<file path="src/rtl/sseg_scan_driver.sv">
// Multiplexed N-digit seven-segment scan driver, common-anode, active-low pins.
// Ports: clk, rst (sync, active-low), value/dp_in/load shadow capture,
//   hex_mode, blank_lz controls; seg/dp/an registered pins, digit_idx scan index.
module sseg_scan_driver #(
  parameter  int NUM_DIGITS   = 4,
  parameter  int REFRESH_DIV  = 50000,
  parameter  int BLANK_CYCLES = 16,
  localparam int IDX_W = (NUM_DIGITS > 1) ? $clog2(NUM_DIGITS) : 1
) (
  input  logic                    clk,
  input  logic                    rst,
  input  logic [4*NUM_DIGITS-1:0] value,
  input  logic                    load,
  input  logic [NUM_DIGITS-1:0]   dp_in,
  input  logic                    hex_mode,
  input  logic                    blank_lz,
  output logic [6:0]              seg,
  output logic                    dp,
  output logic [NUM_DIGITS-1:0]   an,
  output logic [IDX_W-1:0]        digit_idx
);

  localparam int CNT_W = $clog2(REFRESH_DIV);

  logic [4*NUM_DIGITS-1:0] val_q, val_d;
  logic [NUM_DIGITS-1:0]   dps_q, dps_d;
  logic [CNT_W-1:0]        cnt_q, cnt_d;
  logic [IDX_W-1:0]        idx_q, idx_d;
  logic [6:0]              seg_q, seg_d;
  logic                    dp_q, dp_d;
  logic [NUM_DIGITS-1:0]   an_q, an_d;

  logic [3:0]            nib;
  logic                  cur_dp;
  logic                  cur_hz;
  logic                  run_zero;
  logic [NUM_DIGITS-1:0] hi_zero;
  logic                  blank_dig;
  logic                  in_blank;

  // Active-high gfedcba pattern.
  function automatic logic [6:0] decode(
    input logic [3:0] n,
    input logic       hex
  );
    logic [6:0] p;
    case (n)
      4'h0: p = 7'h3F;
      4'h1: p = 7'h06;
      4'h2: p = 7'h5B;
      4'h3: p = 7'h4F;
      4'h4: p = 7'h66;
      4'h5: p = 7'h6D;
      4'h6: p = 7'h7D;
      4'h7: p = 7'h07;
      4'h8: p = 7'h7F;
      4'h9: p = 7'h6F;
      4'hA: p = 7'h77;
      4'hB: p = 7'h7C;
      4'hC: p = 7'h39;
      4'hD: p = 7'h5E;
      4'hE: p = 7'h79;
      default: p = 7'h71;
    endcase
    if (!hex && (n > 4'h9)) p = 7'h40;
    return p;
  endfunction

  // Shadow capture and refresh counter / scan index.
  always_comb begin
    val_d = load ? value : val_q;
    dps_d = load ? dp_in : dps_q;
    cnt_d = cnt_q + CNT_W'(1);
    idx_d = idx_q;
    if (cnt_q == CNT_W'(REFRESH_DIV - 1)) begin
      cnt_d = '0;
      if (idx_q == IDX_W'(NUM_DIGITS - 1)) idx_d = '0;
      else                                 idx_d = idx_q + IDX_W'(1);
    end
  end

  // hi_zero[i]: nibbles i..top of the shadow value are all zero.
  always_comb begin
    run_zero = 1'b1;
    hi_zero  = '0;
    for (int i = NUM_DIGITS - 1; i >= 0; i--) begin
      run_zero   = run_zero & (val_q[4*i +: 4] == 4'h0);
      hi_zero[i] = run_zero;
    end
  end

  // Select the nibble and attributes of the digit in its slot.
  always_comb begin
    nib    = '0;
    cur_dp = 1'b0;
    cur_hz = 1'b0;
    for (int i = 0; i < NUM_DIGITS; i++) begin
      if (idx_q == IDX_W'(i)) begin
        nib    = val_q[4*i +: 4];
        cur_dp = dps_q[i];
        cur_hz = hi_zero[i];
      end
    end
  end

  // Next pin values, one cycle behind the scan state.
  always_comb begin
    in_blank  = ({1'b0, cnt_q} < (CNT_W + 1)'(BLANK_CYCLES));
    blank_dig = blank_lz && (idx_q != '0) && cur_hz;
    an_d      = ~(NUM_DIGITS'(1) << idx_q);
    seg_d     = blank_dig ? 7'h7F : ~decode(nib, hex_mode);
    dp_d      = ~cur_dp;
    if (in_blank) begin
      an_d  = '1;
      seg_d = 7'h7F;
      dp_d  = 1'b1;
    end
  end

  always_ff @(posedge clk) begin
    if (!rst) begin
      val_q <= '0;
      dps_q <= '0;
      cnt_q <= '0;
      idx_q <= '0;
      seg_q <= 7'h7F;
      dp_q  <= 1'b1;
      an_q  <= '1;
    end else begin
      val_q <= val_d;
      dps_q <= dps_d;
      cnt_q <= cnt_d;
      idx_q <= idx_d;
      seg_q <= seg_d;
      dp_q  <= dp_d;
      an_q  <= an_d;
    end
  end

  assign seg       = seg_q;
  assign dp        = dp_q;
  assign an        = an_q;
  assign digit_idx = idx_q;

endmodule

</file>
<file path="config.mk">
export PLATFORM = sky130hd
export DESIGN_NAME = sseg_scan_driver
export DESIGN_NICKNAME = d
export VERILOG_FILES = /design/src/rtl/sseg_scan_driver.sv
export SDC_FILE = /design/constraint.sdc
export NUM_CORES = 1
export LEC_CHECK = 0
export CAP_MARGIN = 20
export CORE_AREA = 2 2 69 71
export CTS_CLUSTER_SIZE = 12
export DETAILED_ROUTE_END_ITERATION = 6
export DIE_AREA = 0 0 71 73
export PLACE_DENSITY = 0.85
export SYNTH_ARGS = -nofsm -noshare
export SYNTH_HDL_FRONTEND = slang
export SYNTH_SLANG_ARGS = --single-unit
</file>
<file path="constraint.sdc">
create_clock -name clk -period 3.7 [get_ports clk]
set_input_delay 0.74 -clock clk [delete_from_list [all_inputs] [get_ports clk]]
set_output_delay 0.74 -clock clk [all_outputs]
set_load 0.01 [all_outputs]
</file>
=== Yosys cells after proc, flatten, opt, wreduce, memory -nomap -nowiden ===
Memory sizes are Yosys's and may differ from the RTL's.
Cells that the tools add are included.

* Bits in registers: 50
* Memory bits (read-only): 112
* Output and inout bits: 14
* Memories kept: 1

* $add $sub $neg: 2
* Magnitude comparators: 2
* Eq/ne operators: 4
* Shifts and indexed selects: 1
* Muxes and demuxes: 14
* Bitwise gates (word level): 7
* Reduce and logical (&&, ||, !) cells: 13

{| class="wikitable"
|+ Memory list
! name !! depth !! width !! rd ports !! clocked after memory_dff !! write ports !! RTL line !! source
|-
| (name not given) || 16 || 7 || 1 || 0 || 0 || 47 || <nowiki>case (n)</nowiki>
|}

{| class="wikitable"
|+ Operators by type and width
! kind !! number
|-
| $add A16 B1 Y16 const B || 1
|-
| $eq A16 B16 Y1 const B || 1
|-
| $logic_not A4 Y1 || 4
|-
| $lt A16 B5 Y1 const B || 1
|-
| $mux W4 || 4
|-
| $mux W1 || 8
|-
| $mux W7 || 1
|-
| $not A7 Y7 || 1
|-
| $eq A2 B2 Y1 const B || 2
|-
| $gt A4 B4 Y1 const B || 1
|-
| $not A4 Y4 || 1
|-
| $reduce_or A2 Y1 || 2
|-
| $shl A1 B2 Y4 const A || 1
|-
| $and A1 B1 Y1 || 3
|-
| $logic_and A1 B1 Y1 || 3
|-
| $reduce_or A3 Y1 || 1
|-
| $add A2 B1 Y2 const B || 1
|-
| $eq A2 B1 Y1 const B || 1
|-
| $logic_not A2 Y1 || 1
|-
| $mux W2 || 1
|-
| $not A1 Y1 || 2
|-
| $reduce_bool A2 Y1 || 1
|-
| $logic_not A1 Y1 || 1
|}

=== Depth between registers and ports, before layout ===
* Depth in word-level cells: 10
* Gate-level depth with buffers: 12
* Depth with buffers taken out: 11

=== Worst setup path before layout ===
Ideal clock, no wire load.

* Path type: reg2reg
* Start point: register idx_q[0], in the netlist digit_idx[0]
* End point: register seg_q[4], in the netlist seg[4]
* Arrival time: 2,410 ps
* Data required time: 3,578 ps
* Setup slack: 1,168 ps
* Stages on the path, launching flop included: 12
* Period minus slack after synthesis: 2,532 ps
* Cell sequence: dfxtp_1 > ha_1 > buf_2 > nor2_1 > a22o_1 > or2_1 > inv_2 > ha_1 > nor2_1 > o211ai_2 > o211ai_2 > a311o_1

* Word-level cells in the longest chain between the ends: 9

{| class="wikitable"
|+ RTL lines
! item !! RTL line !! source
|-
| from (decl) || 28 || <nowiki>logic [IDX_W-1:0] idx_q, idx_d;</nowiki>
|-
| from (signal assigned) || 133 || <nowiki>idx_q <= idx_d;</nowiki>
|-
| $logic_not A2 Y1 || 98 || <nowiki>if (idx_q == IDX_W'(i)) begin</nowiki>
|-
| $mux W4 (4 in a row) || 98 ||
|-
| $gt A4 B4 Y1 || 65 || <nowiki>if (!hex && (n > 4'h9)) p = 7'h40;</nowiki>
|-
| $logic_and A1 B1 Y1 || 65 ||
|-
| $mux W7 || 65 ||
|-
| $not A7 Y7 || 111 || <nowiki>seg_d = blank_dig ? 7'h7F : ~decode(nib, hex_mode);</nowiki>
|-
| to (signal assigned) || 134 || <nowiki>seg_q <= seg_d;</nowiki>
|-
| to (decl) || 29 || <nowiki>logic [6:0] seg_q, seg_d;</nowiki>
|}

Parallel ways exist; a longest one is shown, timed or not.
A chain may end at the register's enable or synchronous reset.

=== Final worst setup path ===
Same ends and word-level chain as after synthesis.

==> flow_metrics.env <==
export IMPL_grt_max_degree=25
export IMPL_syn_area_per_cell_um2=9.291
export IMPL_switching_share_pct=22.26
export IMPL_syn_nets=297
export IMPL_power_mw=1.044
export IMPL_synth_top_cells_by_area="dfxtp_1, mux2i_1, nor2_1"
export IMPL_p_clk_share_pct=35.6
export IMPL_drt_iter0_drc=83
export IMPL_yosysWarningCount=0
export IMPL_cp_top_family="compound AO/OA/AOI/OAI gates"
export IMPL_combPwrFrac_pct=10.0
export IMPL_synth_area_um2=2425
export IMPL_p_leak_nw=1.149
export IMPL_tightest_slew_ns=0.7524
export IMPL_worstHoldPathType="reg -> reg"
export IMPL_crit_type="reg -> reg"
export IMPL_cts_path_max_buffers=2
export IMPL_cpPeakStageDelay_ns=0.55
export IMPL_worstPathBufferInverterCount=1
export IMPL_postCtsHoldBufs=0
export IMPL_vias=1920
export IMPL_io_pins=39
export IMPL_seq_power_share_pct=54.4
export IMPL_cts_root_buffer="clkbuf_8"
export IMPL_fin_setup_tns_ns=0
export IMPL_worst_setup_path_end_kind="register"
export IMPL_post_drt_wl_per_cell_um=13.27
export IMPL_via_per_inst=5.455
export IMPL_grt_ovfl_total=0
export IMPL_drtPass1Iterations=4
export IMPL_slew_violations=0
export IMPL_status="completed"
export IMPL_clock_sinks=50
export IMPL_insertion_delay_ns=0.30
export IMPL_htree_num_levels=2
export IMPL_ant_nets=0
export IMPL_final_layout_size_suffix_gt1_share_pct=7.383
export IMPL_drv_cap=0
export IMPL_place_gp_congestion=0.8698
export IMPL_wl_um=4671
export IMPL_start_util_pct=53.46
export IMPL_hold_viol_final=0
export IMPL_ir_drop_v=0.0002377
export IMPL_seq_area_frac_synth_pct=41.28
export IMPL_pwr_density_cell_nw_per_um2=356.6
export IMPL_cts_tree="built"
export IMPL_worst_slack_ns=0.8765
export IMPL_synth_top_cell_by_area="dfxtp_1"
export IMPL_synth_main_ff_cell="dfxtp_1"
export IMPL_synth_edff_count=0
export IMPL_cp_arrival_ns=3.01
export IMPL_rsz0062_at_grt="false"
export IMPL_numCtsBuffers=5
export IMPL_dp_slack_ns=0.8570
export IMPL_dieArea_um2=5183
export IMPL_n_antenna_cell=0
export IMPL_coreArea_um2=4536
export IMPL_grt_usage_pct=19.49
export IMPL_max_freq_mhz=354.2
export IMPL_ys_types=49
export IMPL_whs_ns=0.4838
export IMPL_rows=25
export IMPL_fin_nets=333
export IMPL_synthCells=261
export IMPL_die_h_um=73
export IMPL_cp_max_fo=16
export IMPL_p_int_uw=812.0
export IMPL_required_ns=3.89
export IMPL_cts_repair_resized=0
export IMPL_clk_pin_slew_ns=0.09
export IMPL_synth_top_area_share_pct=41.28
export IMPL_setup_worst_path_start_class="register"
export IMPL_final_area_um2=2929
export IMPL_drc=0
export IMPL_slew_headroom_pct=49.78
export IMPL_clock_skew_ns=0.008040
export IMPL_min_period_ns=2.824
export IMPL_io_buffer_count=38
export IMPL_power_switching_uw=232.5
export IMPL_path_cells="ha_1 > nor2_1 > a22o_1 > or2_1 > inv_2 > ha_1 > nor2_1 > o211ai_2 > o211ai_2 > a311o_1"
export IMPL_post_dp_hpwl_um=3535
export IMPL_antenna_found_initial=0
export IMPL_setup_viol=0
export IMPL_post_cts_buffers=0
export IMPL_grt_pass1_wl_um=7955
export IMPL_area_delta_synth_final_pct=20.79
export IMPL_critPathSlowestCell="ha_1"
export IMPL_placed_cell_area_um2=2823
export IMPL_ys_seq_elements=50
export IMPL_fp_dieW_um=71
export IMPL_first_global_vias=1744
export IMPL_fin_crit_sh_pct=76.31
export IMPL_async_flop_share_pct=0
## logic make-up (layout without fill, tap and decap cells)
logic type      after synthesis  in the layout  synth area share (%)
compound gates               32             32                 11.46
simple gates                109            109                 22.55
buf+inv                      21             58                 4.076
xor+xnor                     14             14                 5.057
mux                          24             24                 9.907
flops                        50             50                 41.28
fa+ha+maj                    11             11                 5.676
## routing by layer
| layer | global-route usage (%) | wire [um] |
|---|---|---|
| met5 | 0 | 0 |
| met3 | 4.834 | 205 |
| met4 | 7.547 | 87 |
| met2 | 33.13 | 2220 |
| met1 | 23.86 | 2158 |
## cells in the final DEF (no fill, tap or decap), drive strengths merged, types with 4 or more instances in the layout
cell type      instances
clkbuf                 7
a21oi                  7
clkdlybuf4s50         38
nand3                  8
nor2                  47
dfxtp                 50
mux2i                 24
inv                   11
xnor2                  8
nor2b                  4
nor4                   5
xor2                   6
nand2                 24
ha                    11
a211oi                 5
## cell usage after synthesis (all sizes together) (2+ instances only)
cell     n
dfxtp   50
nor2    47
mux2i   24
nand2   24
ha      11
inv     11
nand3    8
xnor2    8
a21oi    7
buf      6
xor2     6
a211oi   5
nor4     5
clkbuf   4
nor2b    4
a21o     3
nand3b   3
nand4    3
nor3     3
o211ai   3
o21ai    3
or2      3
a211o    2
nor3b    2
or3      2
## power by group through the flow
stage / clock, mW / sequential (mW) / combinational [mW]
2_1_floorplan: 0 / 0.575 / 0.0677
3_3_place_gp: 0 / 0.579 / 0.102
3_5_place_dp: 0 / 0.580 / 0.105
4_1_cts: 0.380 / 0.567 / 0.105
5_1_grt: 0.405 / 0.570 / 0.116
6_report: 0.372 / 0.568 / 0.104
## state kept, by name (all words and copies together) (netlist names)
register / count
cnt_q: 16
val_q: 16
seg: 7
an: 4
dps_q: 4
digit_idx: 2
dp: 1
## metrics by stage
stage / instances / utilization, %
2_1_floorplan: 261 / -
3_3_place_gp: 344 / 62.23
3_5_place_dp: 344 / 62.23
4_1_cts: 352 / 64.58
5_1_grt: 352 / 64.58
6_report: 352 / 64.58
## path summary, 6_finish.rpt
| check | endpoint | cells after the start | startpoint | slack [ns] |
|---|---|---|---|---|
| worst min-delay path | cnt_q[0] | 1 | cnt_q[0] | 0.48 |
| worst max-delay path | seg[4] | 10 | digit_idx[0] | 0.88 |
| worst max register to register | seg[4] | 10 | digit_idx[0] | 0.88 |
| worst min register to register | cnt_q[0] | 1 | cnt_q[0] | 0.48 |
## final cells by class
cell class              count  area [um2]
clock buffers               7       76.32
clock inverters             1       30.03
fillers                   369        1607
inverters                  11       41.29
multi-input cells         190        1325
flip-flops and latches     50        1001
well taps                  54       67.56
repair buffers             39       387.9
(Power assumes the default switching activity.)
